**config.mk**
```make
export PLATFORM = sky130hd
export DESIGN_NAME = psram_write_queue
export DESIGN_NICKNAME = d
export VERILOG_FILES = /design/src/rtl/psram_write_queue.sv
export SDC_FILE = /design/constraint.sdc
export NUM_CORES = 1
export LEC_CHECK = 0
export ABC_AREA = 1
export BUFFER_PORTS_ARGS = -buffer_cell sky130_fd_sc_hd__buf_2
export CAP_MARGIN = 20
export CORE_MARGIN = 1
export CORE_UTILIZATION = 63
export DETAILED_ROUTE_END_ITERATION = 16
export HOLD_SLACK_MARGIN = 0.03
export PLACE_DENSITY = 0.84
export SETUP_SLACK_MARGIN = 0.05
export SLEW_MARGIN = 20
export SYNTH_ARGS = -nofsm -noshare
export SYNTH_HDL_FRONTEND = slang
export SYNTH_SLANG_ARGS = --single-unit
```
**constraint.sdc**
```tcl
create_clock -name clk -period 13.4 [get_ports clk]
set_input_delay 4.02 -clock clk [delete_from_list [all_inputs] [get_ports clk]]
set_output_delay 4.02 -clock clk [all_outputs]
set_load 0.02 [all_outputs]
```
**src/rtl/psram_write_queue.sv**
```systemverilog
// psram_write_queue: posted-write FIFO and timed read path in front of the PSRAM controller.
// Define PSRAM_WQ_FORWARD_EN to forward queued write data to hazarding reads instead of stalling them.
//
// state  | meaning
// R_IDLE | ready for a host read
// R_REQ  | read presented to the controller (or held off by a hazard / presented write)
// R_WAIT | counting down the controller read latency
// R_DONE | host_rd_valid pulse
module psram_write_queue #(
  parameter int ADDRESS_BITS = 23,
  parameter int DATA_BITS    = 16,
  parameter int DEPTH        = 4,
  parameter int READ_LATENCY = 4
) (
  input  logic                    clk,
  input  logic                    reset_n,
  input  logic                    host_wr_en,
  input  logic [ADDRESS_BITS-1:0] host_wr_address,
  input  logic [DATA_BITS-1:0]    host_wr_data,
  output logic                    host_wr_ready,
  input  logic                    host_rd_en,
  input  logic [ADDRESS_BITS-1:0] host_rd_address,
  output logic                    host_rd_ready,
  output logic [DATA_BITS-1:0]    host_rd_data,
  output logic                    host_rd_valid,
  output logic                    mem_rd_en,
  output logic [ADDRESS_BITS-1:0] mem_rd_address,
  input  logic                    mem_rd_ack,
  input  logic [DATA_BITS-1:0]    mem_rd_data,
  output logic                    mem_wr_en,
  output logic [ADDRESS_BITS-1:0] mem_wr_address,
  output logic [DATA_BITS-1:0]    mem_wr_data,
  input  logic                    mem_wr_ack
);

  localparam int PTR_BITS = $clog2(DEPTH);
  localparam int CNT_BITS = $clog2(DEPTH + 1);
  localparam int LAT_BITS = (READ_LATENCY > 1) ? $clog2(READ_LATENCY) : 1;
  localparam logic [CNT_BITS-1:0] FULL_COUNT = CNT_BITS'(DEPTH);
  localparam logic [LAT_BITS-1:0] LAT_LOAD   = LAT_BITS'(READ_LATENCY - 1);

  typedef enum logic [1:0] {R_IDLE, R_REQ, R_WAIT, R_DONE} rd_state_t;

  logic [ADDRESS_BITS-1:0] fifo_addr [DEPTH];
  logic [DATA_BITS-1:0]    fifo_data [DEPTH];
  logic [PTR_BITS-1:0]     wr_ptr;
  logic [PTR_BITS-1:0]     rd_ptr;
  logic [CNT_BITS-1:0]     count;
  logic                    push;
  logic                    pop;
  logic                    wr_hold;
  logic                    rd_blocked;
  logic                    match_any;
  rd_state_t               rd_state;
  logic [ADDRESS_BITS-1:0] rd_addr;
  logic [LAT_BITS-1:0]     lat_cnt;
`ifdef PSRAM_WQ_FORWARD_EN
  logic [DATA_BITS-1:0]    fwd_data;
`else
  logic                    haz_wait;
`endif

  assign host_wr_ready  = (count != FULL_COUNT);
  assign push           = host_wr_en && host_wr_ready;
  assign pop            = mem_wr_en && mem_wr_ack;
  assign mem_rd_address = rd_addr;
  assign mem_wr_address = fifo_addr[rd_ptr];
  assign mem_wr_data    = fifo_data[rd_ptr];

  // A write presented last cycle without an ack stays on the bus; reads win otherwise.
  assign mem_rd_en = (rd_state == R_REQ) && !rd_blocked && !wr_hold;
  assign mem_wr_en = (count != '0) && !mem_rd_en;

`ifdef PSRAM_WQ_FORWARD_EN
  assign rd_blocked = 1'b0;
`else
  assign rd_blocked = haz_wait && (count != '0);
`endif

  // Scan oldest to newest so the last hit is the newest matching entry.
  always_comb begin
    match_any = 1'b0;
`ifdef PSRAM_WQ_FORWARD_EN
    fwd_data  = '0;
`endif
    for (int k = 0; k < DEPTH; k++) begin
      if ((CNT_BITS'(k) < count) &&
          (fifo_addr[rd_ptr + PTR_BITS'(k)] == host_rd_address)) begin
        match_any = 1'b1;
`ifdef PSRAM_WQ_FORWARD_EN
        fwd_data  = fifo_data[rd_ptr + PTR_BITS'(k)];
`endif
      end
    end
  end

  always_ff @(posedge clk) begin
    if (!reset_n) begin
      wr_ptr  <= '0;
      rd_ptr  <= '0;
      count   <= '0;
      wr_hold <= 1'b0;
      for (int i = 0; i < DEPTH; i++) begin
        fifo_addr[i] <= '0;
        fifo_data[i] <= '0;
      end
    end else begin
      if (push) begin
        fifo_addr[wr_ptr] <= host_wr_address;
        fifo_data[wr_ptr] <= host_wr_data;
        wr_ptr            <= wr_ptr + PTR_BITS'(1);
      end
      if (pop) begin
        rd_ptr <= rd_ptr + PTR_BITS'(1);
      end
      if (push && !pop) begin
        count <= count + CNT_BITS'(1);
      end else if (pop && !push) begin
        count <= count - CNT_BITS'(1);
      end
      wr_hold <= mem_wr_en && !mem_wr_ack;
    end
  end

  always_ff @(posedge clk) begin
    if (!reset_n) begin
      rd_state      <= R_IDLE;
      rd_addr       <= '0;
      lat_cnt       <= '0;
      host_rd_ready <= 1'b1;
      host_rd_valid <= 1'b0;
      host_rd_data  <= '0;
`ifndef PSRAM_WQ_FORWARD_EN
      haz_wait      <= 1'b0;
`endif
    end else begin
      case (rd_state)
        R_IDLE: begin
          if (host_rd_en) begin
            rd_addr       <= host_rd_address;
            host_rd_ready <= 1'b0;
`ifdef PSRAM_WQ_FORWARD_EN
            if (match_any) begin
              host_rd_data  <= fwd_data;
              host_rd_valid <= 1'b1;
              rd_state      <= R_DONE;
            end else begin
              rd_state <= R_REQ;
            end
`else
            haz_wait <= match_any;
            rd_state <= R_REQ;
`endif
          end
        end
        R_REQ: begin
          if (mem_rd_en && mem_rd_ack) begin
            lat_cnt  <= LAT_LOAD;
            rd_state <= R_WAIT;
`ifndef PSRAM_WQ_FORWARD_EN
            haz_wait <= 1'b0;
`endif
          end
        end
        R_WAIT: begin
          if (lat_cnt == '0) begin
            host_rd_data  <= mem_rd_data;
            host_rd_valid <= 1'b1;
            rd_state      <= R_DONE;
          end else begin
            lat_cnt <= lat_cnt - LAT_BITS'(1);
          end
        end
        R_DONE: begin
          host_rd_valid <= 1'b0;
          host_rd_ready <= 1'b1;
          rd_state      <= R_IDLE;
        end
        default: rd_state <= R_IDLE;
      endcase
    end
  end

endmodule

```
==> flow_metrics.py <==
metrics = {
    "cts": {
        "clockBufferDepth": 3,
        "cts_hold_buffers": 0,
        "post_cts_buffers": 0,
        "cts_tree": "yes",
        "numCtsBuffers": 23,
        "root_buffer": "clkbuf_16",
        "ctsResizeCount": 0,
        "cts.sinks": 212,
        "clk_latency_ns": 0.53,
        "ctsHtreeMaxLevel": 1,
        "path_clk_slew_ns": 0.06,
    },
    "yosys": {
        "synth_ff_type": "edfxtp_1",
        "synth_edf_count": 156,
        "ys_ff_latch": 212,
        "synth_area_leaders": "edfxtp_1, nand2_1, dfxtp_1",
        "yosys_warnings": 0,
        "seq_area_frac_synth": 0.4583,
        "syn_inst": 1862,
        "syn_area_um2": 12670,
        "ys_types": 30,
        "yosys.area.top_type": "edfxtp_1",
        "syn_nets": 1957,
        "ys_async_sr_fraction": 0,
        "synth_area_per_cell_um2": 6.803,
        "synth_top_area_frac": 0.3698,
    },
    "finish": {
        "fillers": 1617,
        "area_growth_pct": 12.39,
        "seq_area_um2": 5808,
        "drive_above_1_share": 0.1132,
        "post-route-util": 0.7267,
        "antenna_cells": 0,
        "final_nets": 2076,
        "multi_input_area_um2": 5813,
        "fin_area_um2": 14240,
    },
    "die": {
        "die-area_um2": 20680,
        "fp.coreArea_um2": 19590,
        "std_cell_rows": 51,
        "die-height_um": 143.8,
        "die_w_um": 143.8,
        "initial_core_util": 0.6466,
        "ios": 167,
    },
    "routing": {
        "drtPass1Iterations": 9,
        "drc_errors": 0,
        "vias": 12680,
        "drt-initial-drc-count": 1611,
        "finalWirelength_mm": 38.82,
        "ant_nets": 0,
        "wl_per_cell_um": 17.16,
        "post_drt_via_cell_ratio": 5.607,
    },
    "grt": {
        "use_met3": 0.05465,
        "grt.met1_usage": 0.5488,
        "grt_pass1_vias": 11150,
        "grt_max_degree": 82,
        "met2_usage": 0.5841,
        "grt.total_usage": 0.3822,
        "antenna_found_initial": 0,
        "grt_overflow_total": 0,
        "grt.busiest_layer": "met2",
        "grt_pass1_wl_mm": 59.57,
    },
    "power_and_ir_drop": {
        "ir_drop_uv": 153.0,
        "p_per_area_nw_per_um2": 206.3,
        "finalPower_mw": 2.936,
        "leakage_nw": 7.094,
    },
    "hold_path": {
        "hold_class": "flip-flop to flip-flop",
    },
    "outcome": {
        "status": "completed",
    },
    "setup_path": {
        "worstPathMaxFanout": 81,
        "crit_family": "buffers and inverters",
        "crit_chain": "buf_4 -> inv_2 -> buf_4 -> nand2_1 -> nand3_1 -> nand2_1 -> inv_1 -> buf_2",
        "worstPathArrival_ns": 3.22,
        "cp.required_ns": 9.38,
        "critPathMaxStageDelay_ns": 0.70,
        "cp_slowest_cell": "buf_4",
        "critical_path_class": "flip-flop to output port",
        "cp-start-kind": "flip-flop",
        "endpoint_kind": "output port",
        "critPathBufInv": 5,
    },
    "placed_design": {
        "portBuffers": 166,
        "place.gp.congestion": 0.9825,
        "pre_cts_ws_ns": 6.068,
        "placed_area_um2": 13530,
        "dpl.hpwl_mm": 25.72,
    },
    "timing": {
        "finalHoldViolCount": 0,
        "setup_slack_ns": 6.159,
        "drv_slew": 0,
        "tns_ns": 0,
        "tightest_slew_ns": 1.046,
        "final-setup-viol-count": 0,
        "fin_skew_ns": 0.01014,
        "period_minus_slack_ns": 7.241,
        "max_freq_ghz": 0.1381,
        "period_share": 0.5404,
        "grt_setup_unrepaired": "no",
        "max_slew_margin": 0.3018,
    },
    "run": {
        "maxCapViolCount": 0,
    },
}
==> state kept, by name, indices dropped and copies added, names as in the netlist, named ones only <==
register	count
fifo_addr	92
fifo_data	64
mem_rd_address	23
host_rd_data	16
count	3
lat_cnt	2
rd_ptr	2
rd_state	2
wr_ptr	2
haz_wait	1
host_rd_ready	1
host_rd_valid	1
wr_hold	1
==> power by group <==
part | switching, mW | total [mW] | leakage [nW] | internal, mW
Sequential | 0.0575 | 0.880 | 2.09 | 0.822
Combinational | 1.07 | 1.47 | 4.68 | 0.407
Clock | 0.263 | 0.583 | 0.332 | 0.320
Total | 1.39 | 2.94 | 7.09 | 1.55
==> synth_stat cells (all sizes together) (2+ instances only) <==
library cell,n
a21oi,38
a31oi,2
buf,44
clkbuf,42
clkinv,2
dfxtp,56
edfxtp,156
ha,11
inv,169
nand2,776
nand3,141
nor2,295
nor3,2
o211ai,2
o21ai,102
o22ai,16
xor2,2
==> cell type report <==
cell class,instances,area share
clock buffers,25,0.04166
clock inverters,16,0.006328
inverters,171,0.04526
multi-input cells,1393,0.4083
flip-flops and latches,212,0.4080
well taps,265,0.02329
repair buffers,180,0.06715
==> worst reg2reg max path, cell delays in order (launching register included) <==
cell and delay, ns:
dfxtp_2 0.31, buf_4 0.27, inv_2 0.58, buf_4 0.58
nand2_1 0.20, nand2_2 0.80, nand3_1 0.22, nand3_1 0.23
nand2_1 0.07, nor2_1 0.14, nand2_1 0.07, nor2_1 0.13
nand3_1 0.09, nand2_1 0.07, inv_1 0.06, nand2_1 0.08
nand2_1 0.05, a21oi_1 0.10
==> through the flow <==
| stage | cells | hold slack [ns] |
|---|---|---|
| finish | 2262 | 0.4705 |
| global route | 2262 | 0.4839 |
| CTS | 2261 | 0.4684 |
| detailed placement | 2220 | 0.4598 |
| global placement | 2220 | 0.4489 |
| floorplan | 1862 | 0.4313 |
==> cell usage in the layout (no fill, tap or decap), types with 3 or more instances in the layout <==
cell type	synthesis	layout
o21ai_0	100	98
nand3_1	141	141
a21oi_1	38	38
clkinv_1	2	11
edfxtp_1	156	156
clkbuf_16	0	23
buf_2	25	166
nand2_1	772	772
o22ai_1	16	16
ha_1	11	11
dfxtp_1	56	54
nor2_1	295	295
buf_4	11	13
clkinv_2	0	3
nand2_2	4	4
inv_1	166	163
inv_2	2	5
==> path summary, 6_finish.rpt <==
check             slack (ns)  startpoint  cells past startpoint                 end
setup / recovery        6.16   flip-flop                      8  mem_wr_address[13]
hold / removal          0.47    haz_wait                      2            haz_wait
setup reg to reg        9.29   rd_ptr[0]                     17            haz_wait
hold reg to reg         0.47    haz_wait                      2            haz_wait
==> layer usage <==
layer / vias up / routed length (µm)
met5: - / 0
met4: 0 / 1158
met3: 81 / 4803
met2: 833 / 17250
met1: 5660 / 15610
li1: 6109 / -
==> cell families (layout without fill, tap and decap cells) <==
family | after synthesis | in the layout | share of synthesized area
fa+ha+maj | 11 | 11 | 0.01087
flops | 212 | 212 | 0.4583
buf+inv | 257 | 392 | 0.08564
compound gates | 164 | 164 | 0.06796
simple gates | 1215 | 1215 | 0.3751
xor+xnor | 3 | 3 | 0.002075
Note: power is estimated with default switching activity, not from simulation.
